--- src/rtl/quad_pkg.sv ---
// Shared types and helpers for the quadrature step scheduler: phase codes,
// joystick repeat states, saturation and Gray-code phase stepping.
package quad_pkg;

  localparam logic [1:0] PH0 = 2'b00;
  localparam logic [1:0] PH1 = 2'b10;
  localparam logic [1:0] PH2 = 2'b11;
  localparam logic [1:0] PH3 = 2'b01;

  typedef enum logic [1:0] {
    IDLE = 2'd0,
    SLOW = 2'd1,
    FAST = 2'd2
  } joy_state_e;

  function automatic logic signed [31:0] sat_add(input logic signed [31:0] value,
                                                 input logic signed [31:0] limit);
    logic signed [31:0] res;
    if (value > limit) begin
      res = limit;
    end else if (value < -limit) begin
      res = -limit;
    end else begin
      res = value;
    end
    return res;
  endfunction

  // CW order is PH0->PH1->PH2->PH3; CCW walks it backwards
  function automatic logic [1:0] next_phase(input logic [1:0] phase, input logic cw);
    logic [1:0] res;
    case (phase)
      PH0:     res = cw ? PH1 : PH3;
      PH1:     res = cw ? PH2 : PH0;
      PH2:     res = cw ? PH3 : PH1;
      PH3:     res = cw ? PH0 : PH2;
      default: res = PH0;
    endcase
    return res;
  endfunction

endpackage

--- src/rtl/quad_phase_gen.sv ---
// Edge-rate tick generator plus Gray-code phase stepper; advances one edge
// per tick toward the sign of the pending count and reports the step taken.
module quad_phase_gen
  import quad_pkg::*;
#(
  parameter int DIV_W = 16
) (
  input  logic              CLK,
  input  logic              reset_n,
  input  logic [DIV_W-1:0]  step_div,
  input  logic              pend_pos,
  input  logic              pend_neg,
  input  logic              hold,
  output logic              tick,
  output logic [1:0]        steer,
  output logic signed [1:0] emit
);

  logic [DIV_W-1:0] tick_cnt_r;
  logic [1:0]       steer_r;
  logic             tick_s;
  logic             step_s;

  assign tick_s = (tick_cnt_r == {DIV_W{1'b0}});
  assign step_s = tick_s && !hold && (pend_pos || pend_neg);
  assign tick   = tick_s;
  assign steer  = steer_r;

  // Down-counter; a new step_div is only picked up at reload
  always_ff @(posedge CLK or negedge reset_n) begin
    if (!reset_n) begin
      tick_cnt_r <= {DIV_W{1'b0}};
    end else if (tick_s) begin
      tick_cnt_r <= step_div;
    end else begin
      tick_cnt_r <= tick_cnt_r - {{(DIV_W-1){1'b0}}, 1'b1};
    end
  end

  // Signed step reported back to the accumulator
  always_comb begin
    emit = 2'sd0;
    if (step_s && pend_pos) begin
      emit = 2'sd1;
    end else if (step_s) begin
      emit = -2'sd1;
    end else begin
      emit = 2'sd0;
    end
  end

  // Phase register, one edge per tick at most
  always_ff @(posedge CLK or negedge reset_n) begin
    if (!reset_n) begin
      steer_r <= PH0;
    end else if (step_s) begin
      steer_r <= next_phase(steer_r, pend_pos);
    end else begin
      steer_r <= steer_r;
    end
  end

endmodule

--- src/rtl/quad_step_scheduler.sv ---
// Merges joystick auto-repeat steps and handshaked signed deltas into a
// saturating pending-step count that is drained as a quadrature stream.
module quad_step_scheduler
  import quad_pkg::*;
#(
  parameter int PEND_W      = 10,
  parameter int DIV_W       = 16,
  parameter int ACCEL_AFTER = 4
) (
  input  logic                     CLK,
  input  logic                     reset_n,
  input  logic [DIV_W-1:0]         step_div,
  input  logic [7:0]               rep_slow,
  input  logic [7:0]               rep_fast,
  input  logic                     left,
  input  logic                     right,
  input  logic                     delta_valid,
  input  logic signed [7:0]        delta,
  output logic                     delta_ready,
  input  logic                     flush,
  output logic [1:0]               steer,
  output logic signed [PEND_W-1:0] pending,
  output logic                     busy
);

  localparam int SW = PEND_W + 2;
  localparam int PMAX = 2 ** (PEND_W - 1) - 1;
  // Headroom so that even a +127 delta cannot push past PMAX
  localparam logic [PEND_W-1:0] RDY_LIM = PEND_W'(PMAX - 128);
  localparam logic [7:0] ACCEL_N = 8'(ACCEL_AFTER);

  joy_state_e              state_r, state_n;
  logic [7:0]              rep_cnt_r, rep_cnt_n;
  logic [7:0]              nrep_r, nrep_n;
  logic signed [1:0]       held_dir_r, held_dir_n;
  logic signed [PEND_W-1:0] pending_r, pending_n;
  logic                    busy_r;

  logic signed [1:0]       dir_s, joy_step_s, emit_s;
  logic [7:0]              slow_eff_s, fast_eff_s;
  logic                    tick_s, pos_s, neg_s;
  logic [PEND_W-1:0]       abs_s;
  logic signed [SW-1:0]    delta_add_s, sum_s;

  assign slow_eff_s = (rep_slow == 8'd0) ? 8'd1 : rep_slow;
  assign fast_eff_s = (rep_fast == 8'd0) ? 8'd1 : rep_fast;
  assign pos_s      = !pending_r[PEND_W-1] && (pending_r != {PEND_W{1'b0}});
  assign neg_s      = pending_r[PEND_W-1];
  assign pending    = pending_r;
  assign busy       = busy_r;

  quad_phase_gen #(.DIV_W(DIV_W)) u_phase (
    .CLK      (CLK),
    .reset_n  (reset_n),
    .step_div (step_div),
    .pend_pos (pos_s),
    .pend_neg (neg_s),
    .hold     (flush),
    .tick     (tick_s),
    .steer    (steer),
    .emit     (emit_s)
  );

  // Joystick direction; both pressed cancels out
  always_comb begin
    dir_s = 2'sd0;
    if (right && !left) begin
      dir_s = 2'sd1;
    end else if (left && !right) begin
      dir_s = -2'sd1;
    end else begin
      dir_s = 2'sd0;
    end
  end

  // Auto-repeat FSM: immediate step on press, slow repeats, then fast repeats
  always_comb begin
    state_n    = state_r;
    rep_cnt_n  = rep_cnt_r;
    nrep_n     = nrep_r;
    held_dir_n = held_dir_r;
    joy_step_s = 2'sd0;
    if (flush) begin
      state_n = IDLE;
    end else begin
      case (state_r)
        IDLE: begin
          if (dir_s != 2'sd0) begin
            joy_step_s = dir_s;
            rep_cnt_n  = slow_eff_s;
            nrep_n     = 8'd0;
            held_dir_n = dir_s;
            state_n    = SLOW;
          end else begin
            state_n = IDLE;
          end
        end
        SLOW: begin
          if (dir_s != held_dir_r) begin
            state_n = IDLE;
          end else if (tick_s && rep_cnt_r <= 8'd1) begin
            joy_step_s = dir_s;
            nrep_n     = nrep_r + 8'd1;
            if (nrep_n == ACCEL_N) begin
              rep_cnt_n = fast_eff_s;
              state_n   = FAST;
            end else begin
              rep_cnt_n = slow_eff_s;
            end
          end else if (tick_s) begin
            rep_cnt_n = rep_cnt_r - 8'd1;
          end else begin
            state_n = SLOW;
          end
        end
        FAST: begin
          if (dir_s != held_dir_r) begin
            state_n = IDLE;
          end else if (tick_s && rep_cnt_r <= 8'd1) begin
            joy_step_s = dir_s;
            rep_cnt_n  = fast_eff_s;
          end else if (tick_s) begin
            rep_cnt_n = rep_cnt_r - 8'd1;
          end else begin
            state_n = FAST;
          end
        end
        default: state_n = IDLE;
      endcase
    end
  end

  // Delta acceptance is gated on magnitude, so only the joystick can saturate
  always_comb begin
    abs_s       = pending_r;
    delta_ready = 1'b0;
    if (pending_r[PEND_W-1]) begin
      abs_s = ~pending_r + {{(PEND_W-1){1'b0}}, 1'b1};
    end else begin
      abs_s = pending_r;
    end
    if (reset_n && !flush && (abs_s <= RDY_LIM)) begin
      delta_ready = 1'b1;
    end else begin
      delta_ready = 1'b0;
    end
  end

  // Accumulator next value: all contributions summed wide, then clamped
  always_comb begin
    delta_add_s = {SW{1'b0}};
    if (delta_valid && delta_ready) begin
      delta_add_s = SW'(delta);
    end else begin
      delta_add_s = {SW{1'b0}};
    end
    sum_s     = SW'(pending_r) - SW'(emit_s) + SW'(joy_step_s) + delta_add_s;
    pending_n = PEND_W'(sat_add(32'(sum_s), PMAX));
    if (flush) begin
      pending_n = {PEND_W{1'b0}};
    end else begin
      pending_n = pending_n;
    end
  end

  // State and accumulator registers
  always_ff @(posedge CLK or negedge reset_n) begin
    if (!reset_n) begin
      state_r    <= IDLE;
      rep_cnt_r  <= 8'd0;
      nrep_r     <= 8'd0;
      held_dir_r <= 2'sd0;
      pending_r  <= {PEND_W{1'b0}};
      busy_r     <= 1'b0;
    end else begin
      state_r    <= state_n;
      rep_cnt_r  <= rep_cnt_n;
      nrep_r     <= nrep_n;
      held_dir_r <= held_dir_n;
      pending_r  <= pending_n;
      busy_r     <= (pending_n != {PEND_W{1'b0}});
    end
  end

endmodule

--- config.mk ---
export PLATFORM = sky130hd
export DESIGN_NAME = quad_step_scheduler
export DESIGN_NICKNAME = d
export VERILOG_FILES = /design/src/rtl/quad_pkg.sv /design/src/rtl/quad_phase_gen.sv /design/src/rtl/quad_step_scheduler.sv
export SDC_FILE = /design/constraint.sdc
export NUM_CORES = 1
export LEC_CHECK = 0
export CAP_MARGIN = 20
export CELL_PAD_IN_SITES_DETAIL_PLACEMENT = 1
export CELL_PAD_IN_SITES_GLOBAL_PLACEMENT = 1
export CORE_UTILIZATION = 38
export DETAILED_ROUTE_END_ITERATION = 7
export PLACE_DENSITY = 0.8
export SYNTH_ARGS = -nofsm -noshare
export SYNTH_HDL_FRONTEND = slang
export SYNTH_SLANG_ARGS = --single-unit
--- constraint.sdc ---
create_clock -name CLK -period 6.3 [get_ports CLK]
set_input_delay 1.575 -clock CLK [delete_from_list [all_inputs] [get_ports CLK]]
set_output_delay 1.575 -clock CLK [all_outputs]
set_load 0.01 [all_outputs]
# Word-level counts from Yosys, hierarchy flattened

Index checks and enable logic that the tools add are counted.

Flip-flop bits (word level): 49
Word-level logic and storage cells: 111

Add/sub/neg operators: 7
Order comparisons: 4
Equal/unequal tests: 15
Multiplexer cells: 45
Bitwise operators: 2
Reductions and logical operators: 30

Operators by type and width:

| operator                                                                          | count |
|---|---|
| 8-bit 2-to-1 mux                                                                  | 12 |
| 10-bit 2-to-1 mux                                                                 | 4 |
| 2-bit 2-to-1 mux                                                                  | 20 |
| 8-bit one-hot mux with 3 select lines                                             | 1 |
| 10-bit nonzero test                                                               | 2 |
| 16-bit logical NOT                                                                | 1 |
| 8-bit logical NOT                                                                 | 2 |
| 16-bit 2-to-1 mux                                                                 | 1 |
| 8-bit one-hot mux with 2 select lines                                             | 1 |
| 16-bit by 1-bit subtractor with 16-bit output, second input constant              | 1 |
| 11-bit by 2-bit adder with 12-bit output                                          | 1 |
| 12-bit adder                                                                      | 1 |
| 12-bit by 10-bit > comparator with 1-bit output, second input constant            | 1 |
| 12-bit by 10-bit < comparator with 1-bit output, second input constant            | 1 |
| 12-bit 2-to-1 mux                                                                 | 1 |
| 10-bit by 2-bit subtractor with 11-bit output                                     | 1 |
| 10-bit by 1-bit adder with 10-bit output, second input constant                   | 1 |
| 10-bit by 9-bit less-or-equal comparator with 1-bit output, second input constant | 1 |
| 1-bit logical AND                                                                 | 10 |
| 5-bit != test, second input constant                                              | 2 |
| 10-bit inverter                                                                   | 1 |
| 5-bit AND reduction                                                               | 2 |
| 8-bit by 1-bit adder with 8-bit output, second input constant                     | 1 |
| 8-bit by 3-bit == test with 1-bit output, second input constant                   | 1 |
| other kinds (20)                                                                  | 33 |

# Depth between registers and ports, before layout

Word-level depth: 15
Depth in mapped cells: 23
Mapped depth without buffers: 21

# Cells and area by module

A second synthesis with hierarchy kept.

Cells, all modules: 533
Area, all modules: 4565.6 um2

By module, submodules not included:

| module              | times used | cells an instance | area an instance (um2) | seq. area each (um2) |
|---|---|---|---|---|
| quad_step_scheduler | 1          | 413               | 3452.1                 | 775.7 |
| quad_phase_gen      | 1          | 120               | 1113.6                 | 450.4 |

# Worst setup path before layout

OpenSTA, ideal clock, no wires.

Path kind: input to register
Start point: input right
End point: register pending_r[0] (netlist: pending[0])
Library setup time: 0.126 ns
Arrival: 6.390 ns
Setup slack: -0.216 ns
Stages: 22
Path buffers: 1
Path through: inv_1 -> ha_1 -> xor2_1 -> nand2_1 -> nor3_4 -> a32oi_1 -> or3_1 -> inv_1 -> fa_1 -> inv_1 -> fa_1 -> inv_1 -> ha_1 -> fa_1 -> a211oi_1 -> o21ai_0 -> and2_1 -> clkbuf_1 -> a2111oi_0 -> nor3_1 -> or2_0 -> o311a_1

Longest elaborated chain between the ends: 14
Elaborated cells between the ends (all ways): 19
Those cells by class: add/sub: 2; order compare: 2; eq/ne: 1; mux: 10; reduce/logical: 4

RTL lines:

| item                                            | RTL line                                              | text |
|---|---|---|
| start: declaration                              | quad_step_scheduler.sv:16                             | `input logic right,` |
| 1-bit logical NOT                               | quad_step_scheduler.sv:69                             | `end else if (left && !right) begin` |
| 1-bit logical AND                               | quad_step_scheduler.sv:69                             |  |
| 2-bit 2-to-1 mux                                | quad_step_scheduler.sv:69                             |  |
| 2-bit 2-to-1 mux (*)                            | quad_step_scheduler.sv:67                             | `if (right && !left) begin` |
| 2-bit != test, or another cell as far along     | quad_step_scheduler.sv:99, quad_step_scheduler.sv:117 |  |
| 2-bit 2-to-1 mux (on tied branches)             | quad_step_scheduler.sv:99, quad_step_scheduler.sv:88  |  |
| 2-bit one-hot mux with 2 select lines (*)       | quad_step_scheduler.sv:86                             | `case (state_r)` |
| 2-bit 2-to-1 mux (*)                            | quad_step_scheduler.sv:83                             | `if (flush) begin` |
| 11-bit by 2-bit adder with 12-bit output (*)    | quad_step_scheduler.sv:157                            | `sum_s = SW'(pending_r) - SW'(emit_s) + SW'(joy_step_s) + delta_add_s;` |
| 12-bit adder (*)                                | quad_step_scheduler.sv:157                            |  |
| 12-bit by 10-bit < comparator with 1-bit output | quad_pkg.sv:21                                        | `end else if (value < -limit) begin` |
| 10-bit 2-to-1 mux                               | quad_pkg.sv:21                                        |  |
| 10-bit 2-to-1 mux (*)                           | quad_pkg.sv:19                                        | `if (value > limit) begin` |
| 10-bit 2-to-1 mux (*)                           | quad_step_scheduler.sv:159                            | `if (flush) begin` |
| via pending_n[0]                                | quad_step_scheduler.sv:36                             | `logic signed [PEND_W-1:0] pending_r, pending_n;` |
| end signal: assignment                          | quad_step_scheduler.sv:173                            | `pending_r <= {PEND_W{1'b0}};` |
| end signal: assignment                          | quad_step_scheduler.sv:180                            | `pending_r <= pending_n;` |
| end: declaration                                | quad_step_scheduler.sv:36                             |  |

Mark *: on every way through the listed nets, which the timed path passes. The rest lies on a longest branch.
A chain may end at the register's enable or synchronous reset.

# Worst setup path in the final report

Start point: input left
End point: register pending_r[0] (netlist: pending[0])

Longest elaborated chain between the ends: 13
Elaborated cells between the ends (all ways): 19
Those cells by class: add/sub: 2; order compare: 2; eq/ne: 1; mux: 10; reduce/logical: 4

RTL lines:

| item                                                   | RTL line                                              | text |
|---|---|---|
| start: declaration                                     | quad_step_scheduler.sv:15                             | `input logic left,` |
| 1-bit logical AND or 1-bit logical NOT (tied branches) | quad_step_scheduler.sv:69, quad_step_scheduler.sv:67  |  |
| 2-bit 2-to-1 mux or 1-bit logical AND (tied branches)  | quad_step_scheduler.sv:69, quad_step_scheduler.sv:67  |  |
| 2-bit 2-to-1 mux (*)                                   | quad_step_scheduler.sv:67                             |  |
| 2-bit != test, or another cell as far along            | quad_step_scheduler.sv:99, quad_step_scheduler.sv:117 |  |
| 2-bit 2-to-1 mux (on tied branches)                    | quad_step_scheduler.sv:99, quad_step_scheduler.sv:88  |  |
| 2-bit one-hot mux with 2 select lines (*)              | quad_step_scheduler.sv:86                             |  |
| 2-bit 2-to-1 mux (*)                                   | quad_step_scheduler.sv:83                             |  |
| 11-bit by 2-bit adder with 12-bit output (*)           | quad_step_scheduler.sv:157                            |  |
| 12-bit adder (*)                                       | quad_step_scheduler.sv:157                            |  |
| 12-bit by 10-bit < comparator with 1-bit output        | quad_pkg.sv:21                                        |  |
| 10-bit 2-to-1 mux                                      | quad_pkg.sv:21                                        |  |
| 10-bit 2-to-1 mux (*)                                  | quad_pkg.sv:19                                        |  |
| 10-bit 2-to-1 mux (*)                                  | quad_step_scheduler.sv:159                            |  |
| via pending_n[0]                                       | quad_step_scheduler.sv:36                             |  |

Marks and branches as above.

==> results.toml <==
[grt]
largest_net_degree_at_the_start_of_global_routing = 51
number_of_antenna_violations_at_the_first_check_in_global_routing = 0
grt_pass1_vias = 4459
grt_util_all_layers_pct = 23.8
first_pass_grt_wire_length_um = 21900
grt_overflow_total = 0

[cells_and_area]
layout.nets = 694
post_route_cells_drive_above_1_share_pct = 18.5
area_delta_synth_final_pct = 33.3
filler_instances = 1276
n_antenna_cell = 0
layout.cells.non_filler = 745

[power_and_ir_drop]
share_comb_of_total_power_pct = 74.0
switching_power_mw = 1.49
power-per-cell-area_nw_per_um2 = 565
power_frac_seq_pct = 16.3
clk_pwr_share_pct = 9.8
power.internal_mw = 1.75
ir_worst_vdd_mv = 0.533
power_switching_share_pct = 46.0
power_leakage_nw = 2.48

[timing]
setup_viol = 0
finalCriticalPeriod_ns = 5.92
worst-slew-pin-transition_ns = 0.676
slew_violations = 0
timing.final.crit_share_pct = 94.0
timing.setup.tns_ns = 0
final_hold_viol_count = 0
worst_slew_margin_rel_pct = 54.9
max_freq_mhz = 169
rsz0062_at_grt = "no"
worst_clk_skew_ns = 0.00926

[yosys]
synth_largest_area_cell = "sky130_fd_sc_hd__dfrtp_1"
synth.most_common_cell = "sky130_fd_sc_hd__inv_1"
yosysSeqAreaShare_pct = 28.5
synthDistinctLibCells = 66
fraction_of_registers_with_async_set_or_reset_after_synthesis_pct = 100
synth_largest_type_area_fraction_pct = 28.5
syn-instance-count = 504
edff_count_synth = 0
syn_nets = 594
yosys_warns = 0
synth.cells.most_frequent = "sky130_fd_sc_hd__inv_1 (54), sky130_fd_sc_hd__dfrtp_1 (49), sky130_fd_sc_hd__nor2_1 (48)"
flops_latches_synth = 49
post_synth.cell_area_avg_um2 = 8.54
synth_top_cells_by_area = "sky130_fd_sc_hd__dfrtp_1 (28%), sky130_fd_sc_hd__fa_1 (9.8%), sky130_fd_sc_hd__ha_1 (6.7%)"
synth_top_flop_cell = "sky130_fd_sc_hd__dfrtp_1"
synth_area_um2 = 4300

[worst_setup_path]
timing.critical_path.max_delay_family = "simple AND/OR/NAND/NOR gates"
critical_path.endpoint_type = "register"
worst_path_max_delay_cell = "sky130_fd_sc_hd__fa_1"
critPathKind = "in -> reg"
data_required_time_of_the_critical_path_ns = 6.48
crit_arrival_ns = 6.10
cp_num_buf_inv = 6
critPathLaunchType = "primary input"
crit_path_cell_trace = "dlymetal6s2s_1 > ha_4 > xor2_2 > nand2_2 > nor3_4 > a32oi_1 > or3_4 > clkinvlp_4 > buf_12 > fa_1 > inv_1 > fa_1 > inv_1 > ha_4 > a21oi_1 > nand2_1 > buf_4 > o2111a_2 > nor4_4 > nor3_2 > or2_4 > o311a_1"
highest_fanout_seen_on_the_critical_path = 7
critical-path-max-stage-delay_ns = 0.41

[route]
antenna_violating_nets_post_route = 0
route.detailed.vias_per_inst = 5.64
route.detailed.wl_per_inst_um = 17.9
drt_iter0_drc = 172
route.detailed.drc = 0
routed-via-count = 4205
wirelength_um = 13400
number_of_optimization_iterations_in_the_first_detailed_route_pass = 4

[die]
number_of_standard_cell_rows_in_the_floorplan = 38
initial_core_utilization_pct = 39.4
die_width_um = 108
floorplan.die_area_um2 = 11800
ioPinCount = 60
die_y_um = 108
core_region_area_um2 = 10900

[run_status]
status = "finished, final reports clean"

[clock_network]
numCtsBuffers = 5
cts-root-buf = "sky130_fd_sc_hd__clkbuf_16"
clock_insertion_delay_worst_skew_ns = 0.30
clock_transition_at_the_registers_of_the_reported_paths_ns = 0.07
max-clock-path-buffers = 2
clkSinkCount = 49
cts_tree = "built"
depth_of_the_cts_h_tree = 2

[flow_run]
max_cap_violations = 0

[placement]
hpwlAfterDp_um = 10200
dp.cells = 732
place.port_buffers = 59
gpl.final_weighted_congestion = 0.842

[min_path]
holdCritPathClass = "reg -> reg"
[flip-flops by register name, summed over array words and instances (netlist names)]
name and flops:
u_phase.tick_cnt_r 16, pending 10, nrep_r 8, rep_cnt_r 8, held_dir_r 2, state_r 2
u_phase.steer 2, busy 1
[per-layer routing]
metal  wire, um  GRT usage (%)  vias up
li1           -              -     1986
met1       5550           28.3     2096
met2       7090           43.7       92
met3        316           2.35       31
met4        408           9.27        0
met5          0              0        -
[path summary, 6_finish.rpt]
kind / start / end / slack, ns / depth (start not counted)
max in group asynchronous: reset_n / busy / 4.39 / 2
hold / removal: u_phase.tick_cnt_r[12] / u_phase.tick_cnt_r[12] / 0.51 / 1
min in group asynchronous: reset_n / rep_cnt_r[5] / 1.44 / 2
setup / recovery: left / pending[0] / 0.38 / 22
hold reg to reg: u_phase.tick_cnt_r[12] / u_phase.tick_cnt_r[12] / 0.51 / 1
setup reg to reg: u_phase.tick_cnt_r[0] / pending[0] / 0.53 / 22
[layout by cell type, fill, tap and decap left out, types with 4 or more instances in the layout]
cell type                         count
sky130_fd_sc_hd__clkdlybuf4s50_1     56
sky130_fd_sc_hd__inv_1               49
sky130_fd_sc_hd__dfrtp_1             49
sky130_fd_sc_hd__buf_4               49
sky130_fd_sc_hd__nor2_1              47
sky130_fd_sc_hd__nand2_1             37
sky130_fd_sc_hd__a21oi_1             27
sky130_fd_sc_hd__o21ai_0             20
sky130_fd_sc_hd__fa_1                20
sky130_fd_sc_hd__nor3_1              18
sky130_fd_sc_hd__ha_1                17
sky130_fd_sc_hd__xnor2_1             15
sky130_fd_sc_hd__nand3_1             13
sky130_fd_sc_hd__nor4_1               9
sky130_fd_sc_hd__nor3b_1              8
sky130_fd_sc_hd__nor2b_1              8
sky130_fd_sc_hd__xor2_1               7
sky130_fd_sc_hd__o31ai_1              6
sky130_fd_sc_hd__o211ai_1             6
sky130_fd_sc_hd__o21ai_1              6
sky130_fd_sc_hd__a31oi_1              6
sky130_fd_sc_hd__or4_1                5
sky130_fd_sc_hd__mux2_2               5
sky130_fd_sc_hd__and3_1               5
sky130_fd_sc_hd__clkbuf_16            5
sky130_fd_sc_hd__or3_1                4
sky130_fd_sc_hd__a21o_1               4
sky130_fd_sc_hd__a32oi_1              4
sky130_fd_sc_hd__inv_2                4
sky130_fd_sc_hd__ha_2                 4
[area by class of cell]
| cell class | count | area (um2) | share of cell area, % |
|---|---|---|---|
| clock inverters | 3 | 43.8 | 0.763 |
| repair buffers | 109 | 978 | 17.1 |
| inverters | 55 | 210 | 3.66 |
| flip-flops and latches | 49 | 1230 | 21.4 |
| clock buffers | 5 | 125 | 2.18 |
| multi-input cells | 384 | 2980 | 51.9 |
| well taps | 140 | 175 | 3.05 |
[worst reg2reg max path, delay by kind of cell (launching register included)]
family	cells	cell delay, ns
compound gates	4	0.82
fa+ha+maj	4	1.22
buf+inv	6	0.69
flops	1	0.41
simple gates	8	2.52
[cells by family after synthesis]
family                     count (synthesis)  synth area share [%]
DFF                                       49                  28.5
and+or+nand+nor                          186                  22.6
muxes                                      9                  2.35
AOI/OAI and AO/OA                        121                  18.7
xor gates and xnor gates                  24                  4.88
adders and majority gates                 44                  16.5
buffers and inverters                     71                  6.45
[power by group through the flow]
stage | logic, mW | registers [mW] | clock network (mW)
floorplan | 1.22 | 0.504 | 0
global placement | 1.98 | 0.522 | 0
detailed placement | 2.10 | 0.528 | 0
CTS | 2.32 | 0.524 | 0.322
global route | 2.64 | 0.538 | 0.334
finish | 2.40 | 0.527 | 0.316
[through the flow]
stage | hold WS, ns | power, mW | cell area [um2] | utilization [%] | setup WS (ns)
3_3_place_gp | 0.479 | 2.50 | 5370 | 49.1 | -0.375
5_1_grt | 0.541 | 3.51 | 5740 | 52.5 | 0.137
6_report | 0.513 | 3.24 | 5740 | 52.5 | 0.380
2_1_floorplan | 0.460 | 1.72 | 4330 | - | 0.00549
4_1_cts | 0.517 | 3.16 | 5670 | 51.9 | 0.00178
3_5_place_dp | 0.500 | 2.63 | 5370 | 49.1 | -0.547
[what timing repair did]
item | 4_1_cts | 5_1_grt
hold buffers | 0 | 0
gates resized for setup | 28 | 13
hold endpoints to repair | 0 | 0
pin swaps | 15 | 6
buffers inserted | 4 | 1
setup endpoints to repair | 9 | 11
No activity file was read; power rests on OpenSTA's default activity.
